[src/rtl/mul24_sched.sv]
// mul24_sched: shares one pipelined 24x24 multiplier between two ports.
// Optional perf counters: define MUL24_SCHED_PERF_EN.
module mul24_sched #(
    parameter int DATA_WIDH  = 24,
    parameter int MUL_LAT    = 3,
    parameter int RESP_DEPTH = 4
) (
    input  logic                   clk,
    input  logic                   rst,
    input  logic [1:0]             req_valid,
    output logic [1:0]             req_ready,
    input  logic [2*DATA_WIDH-1:0] req_a,
    input  logic [2*DATA_WIDH-1:0] req_b,
    input  logic [3:0]             req_mode,
    output logic [1:0]             resp_valid,
    input  logic [1:0]             resp_ready,
    output logic [4*DATA_WIDH-1:0] resp_data,
    output logic                   mul_valid,
    output logic [1:0]             mul_mode,
    output logic [DATA_WIDH-1:0]   mul_a,
    output logic [DATA_WIDH-1:0]   mul_b,
    input  logic                   mul_res_valid,
    input  logic [2*DATA_WIDH-1:0] mul_res,
    output logic                   err
`ifdef MUL24_SCHED_PERF_EN
    ,
    output logic [31:0]            perf_grant0,
    output logic [31:0]            perf_grant1,
    output logic [31:0]            perf_conflict
`endif
);
    localparam int RW = 2 * DATA_WIDH;
    localparam int PW = $clog2(RESP_DEPTH);
    localparam int CW = PW + 1;
    localparam int DW = $clog2(MUL_LAT + 1);

    logic [RW-1:0]      mem_q [2][RESP_DEPTH];
    logic [RW-1:0]      mem_d [2][RESP_DEPTH];
    logic [PW-1:0]      wr_q [2];
    logic [PW-1:0]      wr_d [2];
    logic [PW-1:0]      rd_q [2];
    logic [PW-1:0]      rd_d [2];
    logic [CW-1:0]      cnt_q [2];
    logic [CW-1:0]      cnt_d [2];
    logic [CW-1:0]      infl_q [2];
    logic [CW-1:0]      infl_d [2];
    logic [MUL_LAT-1:0] tv_q, tv_d;
    logic [MUL_LAT-1:0] to_q, to_d;
    logic               rr_q, rr_d;
    logic               err_q, err_d;
    logic [DW-1:0]      drain_q, drain_d;

    logic [CW-1:0]      credit [2];
    logic [1:0]         has_cr;
    logic [1:0]         elig, gnt;
    logic [1:0]         push, free, pop, full;
    logic [1:0]         mode_raw;
    logic               gsel, illegal;
    logic               tail_v, tail_o, stray, lost;

    // Credit check and round-robin grant; nothing is granted in reset
    always_comb begin
        for (int i = 0; i < 2; i++) begin
            credit[i] = CW'(RESP_DEPTH) - cnt_q[i] - infl_q[i];
            has_cr[i] = (credit[i] != '0);
            elig[i]   = req_valid[i] & has_cr[i] & ~rst;
        end
        if (elig == 2'b11) begin
            gnt = rr_q ? 2'b10 : 2'b01;
        end else begin
            gnt = elig;
        end
        gsel     = gnt[1];
        mode_raw = gsel ? req_mode[3:2] : req_mode[1:0];
        illegal  = (|gnt) & (mode_raw == 2'b10);
    end

    assign req_ready = gnt;
    assign mul_valid = |gnt;
    assign mul_a = !mul_valid ? '0 :
                   gsel ? req_a[RW-1:DATA_WIDH] : req_a[DATA_WIDH-1:0];
    assign mul_b = !mul_valid ? '0 :
                   gsel ? req_b[RW-1:DATA_WIDH] : req_b[DATA_WIDH-1:0];
    assign mul_mode = (mul_valid & ~illegal) ? mode_raw : 2'b00;
    assign err = err_q;

    // FIFO heads are read straight from the storage registers
    always_comb begin
        for (int i = 0; i < 2; i++) begin
            resp_valid[i] = (cnt_q[i] != '0) & ~rst;
            resp_data[i*RW +: RW] = mem_q[i][rd_q[i]];
        end
    end

    // Match the tag-pipe tail against the multiplier return
    always_comb begin
        tail_v = tv_q[MUL_LAT-1];
        tail_o = to_q[MUL_LAT-1];
        // stale returns just after reset belong to discarded ops
        stray  = mul_res_valid & ~tail_v & (drain_q == '0);
        lost   = tail_v & ~mul_res_valid;
        for (int i = 0; i < 2; i++) begin
            free[i] = tail_v & (tail_o == 1'(i));
            push[i] = free[i] & mul_res_valid;
            full[i] = (cnt_q[i] == CW'(RESP_DEPTH));
            pop[i]  = resp_valid[i] & resp_ready[i];
        end
    end

    // Next state: FIFOs, credits, tag pipe, arbiter pointer, error
    always_comb begin
        mem_d = mem_q;
        for (int i = 0; i < 2; i++) begin
            wr_d[i] = wr_q[i];
            rd_d[i] = rd_q[i];
            if (push[i] & ~full[i]) begin
                mem_d[i][wr_q[i]] = mul_res;
                wr_d[i] = wr_q[i] + PW'(1);
            end
            if (pop[i]) begin
                rd_d[i] = rd_q[i] + PW'(1);
            end
            cnt_d[i] = cnt_q[i] + CW'(push[i] & ~full[i])
                     - CW'(pop[i]);
            infl_d[i] = infl_q[i] + CW'(gnt[i]) - CW'(free[i]);
        end
        tv_d    = {tv_q[MUL_LAT-2:0], |gnt};
        to_d    = {to_q[MUL_LAT-2:0], gsel};
        rr_d    = (|gnt) ? ~gsel : rr_q;
        err_d   = err_q | illegal | stray | lost | (|(push & full));
        drain_d = (drain_q != '0) ? drain_q - DW'(1) : drain_q;
    end

    // Response storage needs no reset; validity lives in the counters
    always_ff @(posedge clk) begin
        mem_q <= mem_d;
    end

    // Control state register with synchronous reset
    always_ff @(posedge clk) begin
        if (rst) begin
            for (int i = 0; i < 2; i++) begin
                wr_q[i]   <= '0;
                rd_q[i]   <= '0;
                cnt_q[i]  <= '0;
                infl_q[i] <= '0;
            end
            tv_q    <= '0;
            to_q    <= '0;
            rr_q    <= 1'b0;
            err_q   <= 1'b0;
            drain_q <= DW'(MUL_LAT);
        end else begin
            for (int i = 0; i < 2; i++) begin
                wr_q[i]   <= wr_d[i];
                rd_q[i]   <= rd_d[i];
                cnt_q[i]  <= cnt_d[i];
                infl_q[i] <= infl_d[i];
            end
            tv_q    <= tv_d;
            to_q    <= to_d;
            rr_q    <= rr_d;
            err_q   <= err_d;
            drain_q <= drain_d;
        end
    end

`ifdef MUL24_SCHED_PERF_EN
    logic [31:0] pg0_q, pg0_d;
    logic [31:0] pg1_q, pg1_d;
    logic [31:0] pcf_q, pcf_d;
    logic        conflict;

    // Grant and contention counters, wrapping at 2^32
    always_comb begin
        conflict = ~rst & ((&req_valid) | (|(req_valid & ~has_cr)));
        pg0_d = pg0_q + 32'(gnt[0]);
        pg1_d = pg1_q + 32'(gnt[1]);
        pcf_d = pcf_q + 32'(conflict);
    end

    // Perf counter registers
    always_ff @(posedge clk) begin
        if (rst) begin
            pg0_q <= '0;
            pg1_q <= '0;
            pcf_q <= '0;
        end else begin
            pg0_q <= pg0_d;
            pg1_q <= pg1_d;
            pcf_q <= pcf_d;
        end
    end

    assign perf_grant0   = pg0_q;
    assign perf_grant1   = pg1_q;
    assign perf_conflict = pcf_q;
`endif
endmodule

[config.mk]
export PLATFORM = sky130hd
export DESIGN_NAME = mul24_sched
export DESIGN_NICKNAME = d
export VERILOG_FILES = /design/src/rtl/mul24_sched.sv
export SDC_FILE = /design/constraint.sdc
export NUM_CORES = 1
export LEC_CHECK = 0
export ABC_AREA = 1
export CORE_MARGIN = 5
export CORE_UTILIZATION = 58
export CTS_BUF_LIST = sky130_fd_sc_hd__clkbuf_2
export CTS_CLUSTER_DIAMETER = 200
export CTS_CLUSTER_SIZE = 14
export DETAILED_ROUTE_END_ITERATION = 6
export GPL_ROUTABILITY_DRIVEN = 0
export PLACE_DENSITY = 0.83
export SETUP_SLACK_MARGIN = 0.5
export SYNTH_ARGS = -nofsm -noshare
export SYNTH_HDL_FRONTEND = slang
export SYNTH_SLANG_ARGS = --single-unit
export TNS_END_PERCENT = 20
[constraint.sdc]
create_clock -name clk -period 12.7 [get_ports clk]
set_input_delay 3.81 -clock clk [delete_from_list [all_inputs] [get_ports clk]]
set_output_delay 3.81 -clock clk [all_outputs]
set_load 0.02 [all_outputs]
==> impl_metrics.py <==
metrics = {
    "status": {
        "status": "complete, no violations",
    },
    "finish": {
        "layout-drive-gt1-share_pct": 5.55,
        "areaGrowthSynthToFinish_pct": 21.5,
        "fillers": 1978,
        "fin_area_um2": 20200,
        "regArea_um2": 12100,
        "multiInputGateArea_um2": 3950,
        "nNetsFinal": 1799,
    },
    "worst_setup_path": {
        "criticalPathCategory": "in -> out",
        "cp-start-kind": "primary input",
        "rr_startpoint": "rd_q[0][0]",
        "endpoint_kind": "output port",
        "crit_arrival_ns": 6.43,
        "regToRegEndpoint": "rd_q[0][1]",
        "crit_path_max_fanout": 39,
        "cp_data_required_time_ns": 8.89,
        "reg2regPathDepth": 5,
        "r2r_setup_slack_ns": 9.40,
    },
    "place": {
        "io_buffers": 306,
        "placed_cell_area_um2": 20000,
        "dpl.hpwl_um": 26600,
        "place_ws_ns": 2.48,
    },
    "clock_network": {
        "clock_sinks": 414,
        "cts_setup_buffers": 0,
        "htree_levels": 2,
        "cts_resized": 0,
        "clk_pin_slew_ns": 0.23,
        "cts_max_path_buffers": 3,
        "cts_made_buffers": 35,
        "cts_hold_buf": 0,
        "tritoncts": "done",
        "clockRootBuffer": "clkbuf_2",
        "insertion_delay_ns": 0.82,
    },
    "detailed_routing": {
        "drt-initial-drc-count": 1016,
        "wirelength_um": 41700,
        "dr_wl_met2_um": 21600,
        "wl_per_cell_um": 20.8,
        "via_per_inst": 5.68,
        "wl_met1_um": 16400,
        "wl_met3_um": 2870,
        "vias": 11400,
        "drtPass1Iterations": 5,
        "ant_nets": 0,
        "drc": 0,
        "highest-signal-layer": "met4",
    },
    "synth": {
        "synth_xor_area_share_pct": 0.316,
        "synth_edf_count": 384,
        "synth_top_family_by_area": "compound AO/OA/AOI/OAI gates",
        "async_flop_share_pct": 0,
        "synth_compound_area_share_pct": 11.8,
        "synth-seq-cells": 414,
        "synth_fp_nets": 1523,
        "synthFlopType": "edfxtp_1",
        "ys_seq_area_share_pct": 72.9,
        "avgSynthCellArea_um2": 12.4,
        "ys_warn_count": 0,
        "synth_mux_area_share_pct": 0,
        "synth_area_um2": 16700,
        "ys_types": 37,
        "synth-simple-area-share_pct": 9.05,
        "synth-adder-area-share_pct": 2.21,
        "synthCells": 1341,
    },
    "sta": {
        "maxSlewViolCount": 0,
        "setup_ws_ns": 2.46,
        "clock_skew_ns": 0.0659,
        "layout_min_cycle_time_ns": 10.24,
        "rsz0062_at_grt": "false",
        "worst_pin_slew_ns": 1.23,
        "setup_viol": 0,
        "timing.fmax_ghz": 0.0976,
        "finalHoldViolCount": 0,
        "whs_ns": 0.428,
        "min_period_over_period_pct": 80.6,
        "slew_headroom_pct": 18.3,
        "fin_setup_tns_ns": 0,
    },
    "hold_path": {
        "min_from": "to_q[0]",
        "holdPathEnd": "to_q[1]",
        "hp-class": "reg -> reg",
        "min_path_cells": 2,
    },
    "floorplanning": {
        "core_area_um2": 28500,
        "die_w_um": 179,
        "die-area_um2": 32200,
        "ioPinCount": 307,
        "rows": 62,
        "initial_core_util_pct": 58.3,
        "die-height_um": 179,
    },
    "grt": {
        "grt_pass1_wl_um": 64200,
        "grt_pass1_vias": 11200,
        "track_usage_pct": 25.1,
        "grt.overflow.total": 0,
        "grt_max_degree": 99,
        "antenna_found_initial": 2,
    },
    "power": {
        "leakage_nw": 6.89,
        "power_density_nw_per_um2": 146,
        "totalPowerFinal_w": 0.00296,
        "ir_drop_v": 0.0000987,
    },
    "flow_run": {
        "cap_violations": 0,
    },
}
==> cells in the mapped netlist, types with 2 or more instances <==
cell	instances	area, um^2
nand3_2	2	20.0
a21oi_1	11	55.1
clkinv_1	2	7.51
inv_2	2	7.51
xnor2_1	4	35.0
buf_1	2	7.51
o21ai_1	9	45.0
nand2_1	44	165
nand3_1	5	25.0
nor2_1	311	1170
nor2_2	10	62.6
inv_4	2	12.5
ha_1	23	288
o22ai_1	96	601
edfxtp_1	384	11500
buf_2	15	75.1
fa_1	4	80.1
dfxtp_1	30	601
a31oi_1	2	12.5
xor2_1	2	17.5
clkbuf_1	58	218
inv_1	66	248
o21a_1	2	15.0
o21ai_0	242	1210
==> worst max-delay path, cell delays in order <==
cell and delay, ns:
clkdlybuf4s50_1 0.39, buf_4 0.21, nor2_1 0.25, nand2_1 0.12
nand2_1 0.29, buf_4 0.38, o21ai_0 0.15, nor2_1 0.18
clkdlybuf4s50_1 0.63
==> worst max-delay path by stage <==
stage                 startpoint           to  slack, ns  cells after the start
CTS                          rst     mul_a[0]       2.48                      9
finish                       rst     mul_a[0]       2.46                      9
floorplan           req_valid[1]  mul_mode[1]       4.00                      8
global route                 rst     mul_a[5]       2.27                      9
detailed placement           rst     mul_a[0]       2.48                      9
global placement             rst     mul_a[0]       2.55                     10
==> cell families (layout without fill, tap and decap cells) <==
| group | count (synthesis) | after routing |
|---|---|---|
| AOI/OAI and AO/OA | 365 | 365 |
| adders and majority gates | 27 | 27 |
| and+or+nand+nor | 378 | 378 |
| xor gates and xnor gates | 6 | 6 |
| DFF | 414 | 414 |
| other | 0 | 2 |
| buffers and inverters | 151 | 432 |
==> layout make-up <==
| cell class | instances | area share, % |
|---|---|---|
| Sequential cell | 414 | 60.0 |
| Multi-Input combinational cell | 776 | 19.5 |
| Timing Repair Buffer | 318 | 15.6 |
| Tap cell | 384 | 2.38 |
| Inverter | 72 | 1.37 |
| Clock buffer | 39 | 0.965 |
| Clock inverter | 3 | 0.0990 |
| Antenna cell | 2 | 0.0247 |
==> through the flow <==
step	utilization, %	std cells
CTS	70.8	2006
global placement	70.1	1964
floorplan	-	1341
detailed placement	70.1	1964
global route	70.8	2008
finish	70.8	2008
==> metal layers <==
metal  up-vias  global-route usage, %
met5         -                      0
met4         0                   6.49
met3        61                   4.51
met2       494                   44.9
met1      5510                   32.0
li1       5340                      -
==> flip-flops by register name, summed over array words and instances, names as in the netlist <==
name,count
mem_q,384
cnt_q,6
infl_q,6
rd_q,4
wr_q,4
to_q,3
tv_q,3
drain_q,2
err,1
rr_q,1
==> power by group <==
group / switching, W / internal, W / total, W / leakage [nW]
registers: 0.0000514 / 0.00152 / 0.00157 / 3.70
clock network: 0.000375 / 0.0000820 / 0.000457 / 0.171
logic: 0.000540 / 0.000387 / 0.000927 / 3.02
==> cells in the final DEF, fill, tap and decap left out, types with 4 or more instances in the layout <==
cell,synthesis,routed
buf_4,0,12
xnor2_1,4,4
nand2_1,44,44
nor2_2,10,10
o22ai_1,96,96
inv_1,66,64
nor2_4,0,8
nand3_1,5,5
dfxtp_1,30,26
clkbuf_2,1,39
clkdlybuf4s50_1,0,306
inv_2,2,5
edfxtp_1,384,384
a21oi_1,11,11
ha_1,23,23
nor2_1,311,303
fa_1,4,4
o21ai_1,9,9
o21ai_0,242,242
Note: power is estimated with default switching activity, not from simulation.
